`config.mk`:
```
export PLATFORM = sky130hd
export DESIGN_NAME = alu_8bit_seq
export DESIGN_NICKNAME = d
export VERILOG_FILES = /design/src/rtl/alu_8bit_seq.sv
export SDC_FILE = /design/constraint.sdc
export NUM_CORES = 1
export LEC_CHECK = 0
export CAP_MARGIN = 30
export CORE_MARGIN = 1.5
export CORE_UTILIZATION = 58
export DETAILED_ROUTE_END_ITERATION = 10
export PLACE_DENSITY = 0.81
export SYNTH_ARGS = -nofsm -noshare
export SYNTH_HDL_FRONTEND = slang
export SYNTH_SLANG_ARGS = --single-unit
```
`constraint.sdc`:
```
create_clock -name clk -period 3.05 [get_ports clk]
set_clock_uncertainty 0.05 [all_clocks]
set_input_delay 0.61 -clock clk [delete_from_list [all_inputs] [get_ports clk]]
set_output_delay 0.61 -clock clk [all_outputs]
set_load 0.005 [all_outputs]
```
`src/rtl/alu_8bit_seq.sv`:
```
// alu_8bit_seq: sequential, handshaked 8-bit ALU execution unit.
//
// Accepts one command per start strobe (when not busy), latches A, B and sel,
// executes over one or more cycles and registers Y plus flags. Completion is
// signalled by a one-cycle done pulse; results hold until the next done.
// Shifts (and rotates) iterate one bit per cycle, by B[2:0] positions.
//
// Optional feature macro: ALU_SEQ_ROTATE_EN
//   defined   -> opcode 1000 = ROL, 1001 = ROR (iterated like shifts)
//   undefined -> 1000 / 1001 are illegal opcodes
//
// Ports:
//   clk        rising-edge clock
//   rst_n      synchronous active-low reset
//   start      command strobe, honoured in IDLE and DONE
//   A, B       operands (B[2:0] = shift amount for shift/rotate ops)
//   sel        4-bit opcode
//   busy       high in EXEC and SHIFT
//   done       one-cycle completion pulse
//   Y          registered result
//   carry_out  registered carry / borrow / last bit shifted out
//   zero       registered (Y == 0)
//   overflow   registered signed overflow
//   illegal    registered unsupported-opcode flag
module alu_8bit_seq #(
  parameter int WIDTH = 8
) (
  input  logic             clk,
  input  logic             rst_n,
  input  logic             start,
  input  logic [WIDTH-1:0] A,
  input  logic [WIDTH-1:0] B,
  input  logic [3:0]       sel,
  output logic             busy,
  output logic             done,
  output logic [WIDTH-1:0] Y,
  output logic             carry_out,
  output logic             zero,
  output logic             overflow,
  output logic             illegal
);

  localparam logic [3:0] OP_ADD = 4'b0000;
  localparam logic [3:0] OP_SUB = 4'b0001;
  localparam logic [3:0] OP_AND = 4'b0010;
  localparam logic [3:0] OP_OR  = 4'b0011;
  localparam logic [3:0] OP_XOR = 4'b0100;
  localparam logic [3:0] OP_NOT = 4'b0101;
  localparam logic [3:0] OP_SHL = 4'b0110;
  localparam logic [3:0] OP_SHR = 4'b0111;
`ifdef ALU_SEQ_ROTATE_EN
  localparam logic [3:0] OP_ROL = 4'b1000;
  localparam logic [3:0] OP_ROR = 4'b1001;
`endif

  typedef enum logic [1:0] {IDLE, EXEC, SHIFT, DONE} state_t;

  state_t           state_reg, state_next;
  logic [WIDTH-1:0] a_reg, b_reg, work_reg;
  logic [3:0]       sel_reg;
  logic [2:0]       cnt_reg;

  logic             accept;
  logic             shift_op;
  logic [2:0]       shift_n;
  logic [WIDTH-1:0] alu_y;
  logic             alu_c, alu_o, alu_ill;
  logic [WIDTH-1:0] step_y;
  logic             step_c;
  logic [WIDTH:0]   sum_ext, diff_ext;

  // A new command is taken in IDLE, and also in DONE for back-to-back issue.
  assign accept  = start && ((state_reg == IDLE) || (state_reg == DONE));
  assign shift_n = b_reg[2:0];

`ifdef ALU_SEQ_ROTATE_EN
  assign shift_op = (sel_reg == OP_SHL) || (sel_reg == OP_SHR) ||
                    (sel_reg == OP_ROL) || (sel_reg == OP_ROR);
`else
  assign shift_op = (sel_reg == OP_SHL) || (sel_reg == OP_SHR);
`endif

  // State register
  always_ff @(posedge clk) begin
    if (!rst_n) state_reg <= IDLE;
    else        state_reg <= state_next;
  end

  // Next-state logic
  always_comb begin
    state_next = state_reg;
    case (state_reg)
      IDLE:    if (start) state_next = EXEC;
      EXEC:    state_next = (shift_op && (shift_n != 3'd0)) ? SHIFT : DONE;
      SHIFT:   if (cnt_reg == 3'd1) state_next = DONE;
      DONE:    state_next = start ? EXEC : IDLE;
      default: state_next = IDLE;
    endcase
  end

  // Output logic
  always_comb begin
    busy = (state_reg == EXEC) || (state_reg == SHIFT);
    done = (state_reg == DONE);
  end

  // Single-cycle result for non-shift ops and zero-length shifts.
  assign sum_ext  = {1'b0, a_reg} + {1'b0, b_reg};
  assign diff_ext = {1'b0, a_reg} - {1'b0, b_reg};

  always_comb begin
    alu_y   = '0;
    alu_c   = 1'b0;
    alu_o   = 1'b0;
    alu_ill = 1'b0;
    case (sel_reg)
      OP_ADD: begin
        alu_y = sum_ext[WIDTH-1:0];
        alu_c = sum_ext[WIDTH];
        alu_o = (a_reg[WIDTH-1] == b_reg[WIDTH-1]) &&
                (sum_ext[WIDTH-1] != a_reg[WIDTH-1]);
      end
      OP_SUB: begin
        alu_y = diff_ext[WIDTH-1:0];
        alu_c = diff_ext[WIDTH];  // borrow out of the zero-extended subtract
        alu_o = (a_reg[WIDTH-1] != b_reg[WIDTH-1]) &&
                (diff_ext[WIDTH-1] != a_reg[WIDTH-1]);
      end
      OP_AND: alu_y = a_reg & b_reg;
      OP_OR:  alu_y = a_reg | b_reg;
      OP_XOR: alu_y = a_reg ^ b_reg;
      OP_NOT: alu_y = ~a_reg;
      OP_SHL, OP_SHR: alu_y = a_reg;  // only reached with n = 0
`ifdef ALU_SEQ_ROTATE_EN
      OP_ROL, OP_ROR: alu_y = a_reg;  // only reached with n = 0
`endif
      default: alu_ill = 1'b1;
    endcase
  end

  // One-bit step of the iterative shifter/rotator.
  always_comb begin
    step_y = {work_reg[WIDTH-2:0], 1'b0};
    step_c = work_reg[WIDTH-1];
    case (sel_reg)
      OP_SHR: begin
        step_y = {1'b0, work_reg[WIDTH-1:1]};
        step_c = work_reg[0];
      end
`ifdef ALU_SEQ_ROTATE_EN
      OP_ROL: begin
        step_y = {work_reg[WIDTH-2:0], work_reg[WIDTH-1]};
        step_c = work_reg[WIDTH-1];
      end
      OP_ROR: begin
        step_y = {work_reg[0], work_reg[WIDTH-1:1]};
        step_c = work_reg[0];
      end
`endif
      default: ;
    endcase
  end

  // Datapath: operand latches, shift working registers and result registers.
  always_ff @(posedge clk) begin
    if (!rst_n) begin
      a_reg     <= '0;
      b_reg     <= '0;
      sel_reg   <= '0;
      work_reg  <= '0;
      cnt_reg   <= '0;
      Y         <= '0;
      carry_out <= 1'b0;
      zero      <= 1'b0;
      overflow  <= 1'b0;
      illegal   <= 1'b0;
    end else begin
      if (accept) begin
        a_reg   <= A;
        b_reg   <= B;
        sel_reg <= sel;
      end
      case (state_reg)
        EXEC: begin
          if (shift_op && (shift_n != 3'd0)) begin
            work_reg <= a_reg;
            cnt_reg  <= shift_n;
          end else begin
            Y         <= alu_y;
            carry_out <= alu_c;
            zero      <= (alu_y == '0);
            overflow  <= alu_o;
            illegal   <= alu_ill;
          end
        end
        SHIFT: begin
          work_reg <= step_y;
          cnt_reg  <= cnt_reg - 3'd1;
          // Final step: the bit leaving now is the last one shifted out.
          if (cnt_reg == 3'd1) begin
            Y         <= step_y;
            carry_out <= step_c;
            zero      <= (step_y == '0);
            overflow  <= 1'b0;
            illegal   <= 1'b0;
          end
        end
        default: ;
      endcase
    end
  end

endmodule

```
Yosys cells after proc, flatten, opt, wreduce, memory -nomap -nowiden
Index checks and enable logic that the tools add are counted.
{ "classes": {"addsub": 3, "n_eq_ne": 19, "n_mux": 29, "n_bitwise": 4, "reduce_logical": 18} }
{ "op_table": {"columns": ["operator", "n"], "rows": [
  ["$pmux 8 s7", 1],
  ["$mux 8", 4],
  ["$pmux 8 s2", 2],
  ["$eq 4x3->1 const B", 4],
  ["$logic_not 8->1", 2],
  ["$pmux 1 s2", 6],
  ["$mux 1", 11],
  ["$add 8x8->9", 1],
  ["$sub 8x8->9", 1],
  ["$and 8x8->8", 1],
  ["$eq 4x2->1 const B", 2],
  ["$ne 2x2->1 const B", 4],
  ["$not 8->8", 1],
  ["$or 8x8->8", 1],
  ["$pmux 2 s4", 1],
  ["$reduce_or 8->1", 1],
  ["$xor 8x8->8", 1],
  ["$pmux 3 s2", 1],
  ["$eq 2x2->1 const B", 2],
  ["$eq 4x1->1 const B", 1],
  ["$logic_and 1x1->1", 4],
  ["$logic_not 4->1", 1],
  ["$mux 2", 2],
  ["$reduce_and 2->1", 2],
  ["12 further kinds", 16]
]} }
{ "totals": {"reg_bits": 45, "input_bits": 23, "out_inout_bits": 14, "wordCells": 84} }

Logic depth before layout (Yosys ltp)
Gate-level depths: netlist (run 1).
{ "logic_depth": {"word_depth": 6, "ltp_mapped": 9, "ltp_nobuf": 9} }

Worst setup path after synthesis (run 1)
OpenSTA, ideal clock, no wires.
{ "synth_path": {"kind": "reg2reg", "start": "reg a_reg[1]", "end": "reg overflow", "setup_ps": 66, "arrival_time_ps": 2245, "t_required_ps": 2934, "slack_ps": 689, "stages_incl_launch_ff": 9, "n_path_buf": 0, "synth_period_minus_slack_ps": 2361, "cell_sequence": "dfxtp_1 > inv_1 > ha_1 > o21ba_1 > o311ai_4 > a2111oi_4 > o311a_1 > a311o_1 > a21oi_2"} }
{ "synth_via": {"elab_chain_cells": 6, "word_cells_on_any_way": 9, "cone_classes": "add/sub (2); eq/ne (2); mux (3); reduce/logical (2)"} }
{ "synth_rtl": {"columns": ["item", "line", "source"], "rows": [
  ["from (decl)", "59", "logic [WIDTH-1:0] a_reg, b_reg, work_reg;"],
  ["from (signal assigned)", "167", "a_reg <= '0;"],
  ["from (signal assigned)", "179", "a_reg <= A;"],
  ["$sub 8x8->9 / $add 8x8->9 (equally long branches)", "109, 108", null],
  ["$ne 1x1->1, on equally long branches", "127, 121", null],
  ["$logic_and 1x1->1, on equally long branches", "126, 120", null],
  ["$pmux 1 s2 (*)", "116", "case (sel_reg)"],
  ["$mux 1 (*)", "185", "if (shift_op && (shift_n != 3'd0)) begin"],
  ["$pmux 1 s2 (*)", "183", "case (state_reg)"],
  ["to (signal assigned)", "192", "overflow <= alu_o;"],
  ["to (decl)", "39", "output logic overflow,"]
]} }
Every way passes the cells marked *; elsewhere a longest branch is shown, timed or not. The select of a mux whose other input is x is not followed.
A chain may end at the register's enable or synchronous reset.

Worst setup path in the final report (run 1)
{ "layout_path": {"start": "reg a_reg[3]", "end": "reg zero"} }
{ "layout_via": {"elab_chain_cells": 5, "word_cells_on_any_way": 10, "cone_classes": "add/sub (2); mux (3); bitwise (4); reduce/logical (1)"} }
{ "layout_rtl": {"columns": ["item", "line", "source"], "rows": [
  ["$sub 8x8->9, or another cell as far along", "109", "assign diff_ext = {1'b0, a_reg} - {1'b0, b_reg};"],
  ["$pmux 8 s7 (*)", "116", null],
  ["$logic_not 8->1 (*)", "191", "zero <= (alu_y == '0);"],
  ["$mux 1 (*)", "185", null],
  ["$pmux 1 s2 (*)", "183", null],
  ["to (signal assigned)", "191", null],
  ["to (signal assigned)", "203", "zero <= (step_y == '0);"],
  ["to (decl)", "38", "output logic zero,"]
]} }
Marks and branches as above.

==> results.cfg, run 1 <==
[run_status]
status = finished clean

[cts]
ctsResizeCount = 0
worstSkewPairLatency_ns = 0.31
numCtsBuffers = 5
ctsHoldBuffers = 0
post_cts_buffers = 0
cts_root_buf = clkbuf_8
clock_sinks = 45
htree_levels = 2
cts_tree = done
clkSlewWorstSetupHoldPaths_ns = 0.10
cts_max_path_buffers = 2

[placed_design]
place.gp.congestion = 0.889
post-place-cells = 557
portBuffers = 36
hpwl_um = 7630

[layout]
nFillCells = 520
n_antenna_cell = 0
fin_util_pct = 68.0
drive_above_1_share_pct = 8.16
finalNonFillerCells = 565
area_delta_synth_final_pct = 11.3
multi_input_area_mm2 = 0.00244
fin_nets = 545
ff_latch_area_um2 = 901

[timing]
finalSetupViolations = 0
grt_setup_unrepaired = no
finalSetupTns_ns = 0
timing.final.crit_share_pct = 86.3
period_needed_ns = 2.63
maxSlewViolCount = 0
slew_headroom_pct = 37.2
worst_pin_slew_ns = 0.941
fmax_mhz = 380
holdWs_ns = 0.408
hold_violations = 0

[flow_run]
max_cap_violations = 0

[worst_setup_path]
critical_path_arrival_ns = 2.81
critPathMaxFanout = 10
start_kind = flop
cp.required_ns = 3.23
critPathCaptureType = flop
crit_type = flop to flop
r2r_cells = 8

[yosys]
syn_nets = 521
synthArstFlopShare_pct = 0
synth_edf_count = 0
syn_avg_cell_area_um2 = 7.92
synth_seq_cells = 45
synth_ff_type = dfxtp_1
ys_seq_area_share_pct = 24.5
ys_types = 76
syn_inst = 465
yosysWarnings = 0
synth_area_mm2 = 0.00368

[drt]
ant_nets = 0
wl_per_cell_um = 17.8
first_pass_iters = 5
route.detailed.drc = 0
finalWirelength_um = 10000
avgViaCountPerCell = 6.33
vias = 3575
drtIter0Drc = 358

[min_path]
hp-class = flop to flop
holdPathStages = 2

[pwr]
power_density_mw_per_mm2 = 747
power.total_mw = 3.06
total_leakage_power_nw = 1.52
vdd_ir_drop_max_v = 0.000481

[global_route]
antenna_found_initial = 0
grt.overflow.total = 0
grt_first_pass_wirelength_um = 16200
grt_pass1_vias = 3325
track_usage_pct = 31.2
grt_max_degree = 42

[floorplan]
fp.dieArea_mm2 = 0.00684
die_w_um = 82.7
design.core.area_mm2 = 0.00603
ios = 37
initial_core_util_pct = 61.1
die_y_um = 82.7
rows = 28
==> cell type report <==
cell class                 count  share of cell area [%]
tap                           75                    2.29
timing repair buffer          48                    11.0
inverter                      33                    3.02
multi-input combinational    356                    59.6
sequential                    45                    22.0
clock inverter                 3                   0.427
clock buffer                   5                    1.68
==> per-layer routing <==
| metal | share of wire (%) | up-vias | routed length [um] | track usage (%) |
|---|---|---|---|---|
| li1 | - | 1703 | - | - |
| met4 | 2.6 | 0 | 258 | 12.2 |
| met1 | 43 | 1698 | 4370 | 40.6 |
| met2 | 47 | 153 | 4710 | 50.7 |
| met5 | 0 | - | 0 | 0 |
| met3 | 7.0 | 21 | 702 | 6.04 |
==> synthesized netlist by cell type, drive strengths merged (6+ instances only) <==
library cell	count	area, um2
a221oi	6	58.8
nor2	34	128
or3	6	42.5
a211oi	10	75.1
nand3b	6	45.0
inv	32	120
o221ai	6	52.6
a21oi	52	268
nand3	7	35.0
nor3b	8	60.1
mux2i	8	80.1
nand2b	8	50.1
nand2	64	245
clkbuf	16	80.1
ha	31	388
buf	15	133
o21ai	19	95.1
nor3	7	45.0
nor2b	7	43.8
dfxtp	45	901
==> cells by family after synthesis <==
kind of cell | after synthesis | share of synthesized area [%]
AND/OR/NAND/NOR | 171 | 24.7
AO/OA/AOI/OAI | 140 | 26.8
buffers and inverters | 64 | 9.14
adder cells (fa/ha/maj) | 33 | 11.6
flip-flops | 45 | 24.5
multiplexers | 10 | 2.79
XOR/XNOR | 2 | 0.476
==> where the power goes <==
part	switching, mW	leakage (nW)	total [mW]	internal [mW]
clock	0.221	0.0439	0.379	0.159
sequential	0.173	0.367	0.883	0.710
combinational	1.05	1.11	1.80	0.749
total	1.44	1.52	3.06	1.62
==> stage by stage <==
| step | cell area, um2 | setup slack [ns] |
|---|---|---|
| 2_1_floorplan | 3680 | 0.689 |
| 3_3_place_gp | 4010 | 0.549 |
| 3_5_place_dp | 4010 | 0.478 |
| 4_1_cts | 4100 | 0.463 |
| 5_1_grt | 4100 | 0.240 |
| 6_report | 4100 | 0.418 |
==> placed cells by master (no fill, tap or decap), types with 3 or more instances in the layout <==
cell / synthesis / routed
or3_1: 5 / 5
nand3b_1: 6 / 6
clkbuf_8: 2 / 5
mux2i_1: 8 / 8
nor3_1: 5 / 5
nor2_1: 34 / 34
nand3_1: 7 / 7
inv_1: 32 / 32
dfxtp_1: 45 / 45
nor2b_1: 7 / 7
a211oi_1: 10 / 10
o22ai_1: 4 / 4
ha_1: 31 / 31
nand4_1: 4 / 4
o221ai_1: 6 / 6
o32ai_1: 3 / 3
o31ai_1: 4 / 4
clkdlybuf4s50_1: 0 / 36
a21boi_0: 4 / 4
nand2_1: 62 / 62
a221oi_1: 5 / 5
o21ai_0: 17 / 17
a2bb2oi_1: 5 / 5
a21oi_1: 50 / 50
buf_4: 4 / 12
nand2b_1: 8 / 8
nor3b_1: 8 / 8
and2_1: 5 / 5
==> path summary, 6_finish.rpt <==
check | start | to | slack, ns
hold reg to reg | illegal$_SDFFE_PN0P_ | illegal$_SDFFE_PN0P_ | 0.41
setup reg to reg | a_reg[3]$_SDFFE_PN0P_ | zero$_SDFFE_PN0P_ | 0.42
hold / removal | illegal$_SDFFE_PN0P_ | illegal$_SDFFE_PN0P_ | 0.41
setup / recovery | a_reg[3]$_SDFFE_PN0P_ | zero$_SDFFE_PN0P_ | 0.42
==> critical path, cell delays in order (launching register included) <==
cell      delay (ns)
dfxtp_1         0.44
inv_1           0.09
ha_1            0.53
a21oi_2         0.15
o22ai_1         0.39
o21ai_0         0.19
a21boi_0        0.26
nand4_1         0.17
o41ai_2         0.28
Power figures use the tool's default switching activity.
==> run 2: changes to the inputs <==
--- a/config.mk
+++ b/config.mk
@@ -7,9 +7,10 @@
 export LEC_CHECK = 0
 export CAP_MARGIN = 30
 export CORE_MARGIN = 1.5
-export CORE_UTILIZATION = 58
+export CORE_UTILIZATION = 45
 export DETAILED_ROUTE_END_ITERATION = 10
-export PLACE_DENSITY = 0.81
+export PLACE_DENSITY = 0.65
+export REMOVE_ABC_BUFFERS = 1
 export SYNTH_ARGS = -nofsm -noshare
 export SYNTH_HDL_FRONTEND = slang
 export SYNTH_SLANG_ARGS = --single-unit
==> results.cfg, run 2 (same netlist as run 1, synthesis figures left out) <==
[pwr]
pwr-share-clk_pct = 15.2
seqPwrFrac_pct = 27.9
p_sw_mw = 1.45
total_leakage_power_nw = 1.55
power_density_mw_per_mm2 = 765
swShare_pct = 45.2
internal-power_mw = 1.76
vdd_ir_drop_max_v = 0.000353
p_comb_share_pct = 57.0

[drt]
vias = 3479
ant_nets = 0
finalWirelength_um = 10300
drtIter0Drc = 258
avgViaCountPerCell = 5.86
first_pass_iters = 4
wl_per_cell_um = 17.4
route.detailed.drc = 0

[layout]
n_antenna_cell = 0
fin_nets = 547
drive_above_1_share_pct = 8.33
area_delta_synth_final_pct = 13.8
nFillCells = 772
design_area_mm2 = 0.00419
layout_commonest_cell = nand2_1
finalNonFillerCells = 594
layout_common_cells = nand2_1 (62), a21oi_1 (50), dfxtp_1 (45), clkdlybuf4s50_1 (36), nor2_1 (34)

[run_status]
status = finished clean

[cts]
post_cts_buffers = 0
ctsHoldBuffers = 0
ctsResizeCount = 0
htree_levels = 2
worstSkewPairLatency_ns = 0.31
clkSlewWorstSetupHoldPaths_ns = 0.10
clock_sinks = 45
numCtsBuffers = 5
cts_root_buf = clkbuf_8
cts_tree = done
cts_max_path_buffers = 2

[timing]
fmax_mhz = 380
hold_violations = 0
period_needed_ns = 2.63
finalSetupTns_ns = 0
timing.final.crit_share_pct = 86.3
holdWs_ns = 0.410
finalSetupViolations = 0
grt_setup_unrepaired = no
worst_pin_slew_ns = 0.956
maxSlewViolCount = 0
slew_headroom_pct = 36.1

[global_route]
grt.overflow.total = 0
antenna_found_initial = 0
grt_first_pass_wirelength_um = 17300
grt_pass1_vias = 3380
grt_max_degree = 42
track_usage_pct = 25.3

[worst_setup_path]
worstPathCellList = inv_1, ha_1, a21oi_2, o22ai_1, o21ai_0, a21boi_0, nand4_1, o41ai_2
cp_slowest_cell = ha_1
start_kind = flop
cp.required_ns = 3.22
critPathCaptureType = flop
critPathMaxFanout = 10
crit_type = flop to flop
cp_slowest_stage_delay_ns = 0.50
r2r_cells = 8
critical_path_arrival_ns = 2.80

[min_path]
holdPathStages = 2
hp-class = flop to flop

[placed_design]
hpwl_um = 7720
portBuffers = 36
post-place-cells = 586
dpl-instance-area_mm2 = 0.00408
place.gp.congestion = 0.980

[floorplan]
ios = 37
rows = 32
die_w_um = 93.5
design.core.area_mm2 = 0.00781
initial_core_util_pct = 47.2
die_y_um = 93.5
fp.dieArea_mm2 = 0.00873

[flow_run]
max_cap_violations = 0
[run 2: cell count changes in the layout (fill, tap and decap cells not counted)]
| cell | previous run | this run |
|---|---|---|
| clkinv_2 | 2 | 0 |
| buf_12 | 0 | 1 |
| buf_4 | 12 | 13 |
| bufinv_16 | 0 | 1 |
| clkbuf_1 | 0 | 1 |
| clkbuf_8 | 5 | 6 |
| clkinvlp_4 | 1 | 0 |
[run 2: stage by stage]
stage / setup WS (ns) / utilization (%) / power, mW
2_1_floorplan: 0.669 / - / 2.09
3_3_place_gp: 0.539 / 52.2 / 2.70
3_5_place_dp: 0.505 / 52.2 / 2.72
4_1_cts: 0.479 / 53.7 / 3.22
5_1_grt: 0.216 / 53.7 / 3.47
6_report: 0.418 / 53.7 / 3.21
[run 2: path summary, 6_finish.rpt]
path	start	to	slack (ns)
min	illegal$_SDFFE_PN0P_	illegal$_SDFFE_PN0P_	0.41
max	a_reg[3]$_SDFFE_PN0P_	zero$_SDFFE_PN0P_	0.42
min reg2reg	illegal$_SDFFE_PN0P_	illegal$_SDFFE_PN0P_	0.41
max reg2reg	a_reg[3]$_SDFFE_PN0P_	zero$_SDFFE_PN0P_	0.42
[run 2: metal layers]
metal,global-route usage (%),up-vias,share of wire [%]
li1,-,1719,-
met1,33.5,1638,46
met2,42.5,105,47
met3,3.17,17,4.6
met4,8.08,0,2.4
met5,0,-,0
[run 2: area by class of cell]
cell class                      instances  area (um2)  area share, %
Multi-Input combinational cell        356        2440           58.3
Inverter                               33         124           2.96
Tap cell                              102         128           3.04
Timing Repair Buffer                   50         478           11.4
Clock buffer                            7        86.3           2.06
Clock inverter                          1        30.0          0.716
Sequential cell                        45         901           21.5
[run 2: power groups by stage]
stage	clock [mW]	sequential, mW	combinational (mW)
final	0.486	0.893	1.83
after floorplan	0	0.880	1.21
after detailed placement	0	0.904	1.81
after global routing	0.521	0.919	2.03
after CTS	0.502	0.891	1.82
after global placement	0	0.899	1.80
[run 2: critical path: cells and delay by family (launching register included)]
kind | cells | cell delay, ns
compound gates | 5 | 1.30
fa+ha+maj | 1 | 0.50
flops | 1 | 0.44
simple gates | 1 | 0.18
buf+inv | 1 | 0.09
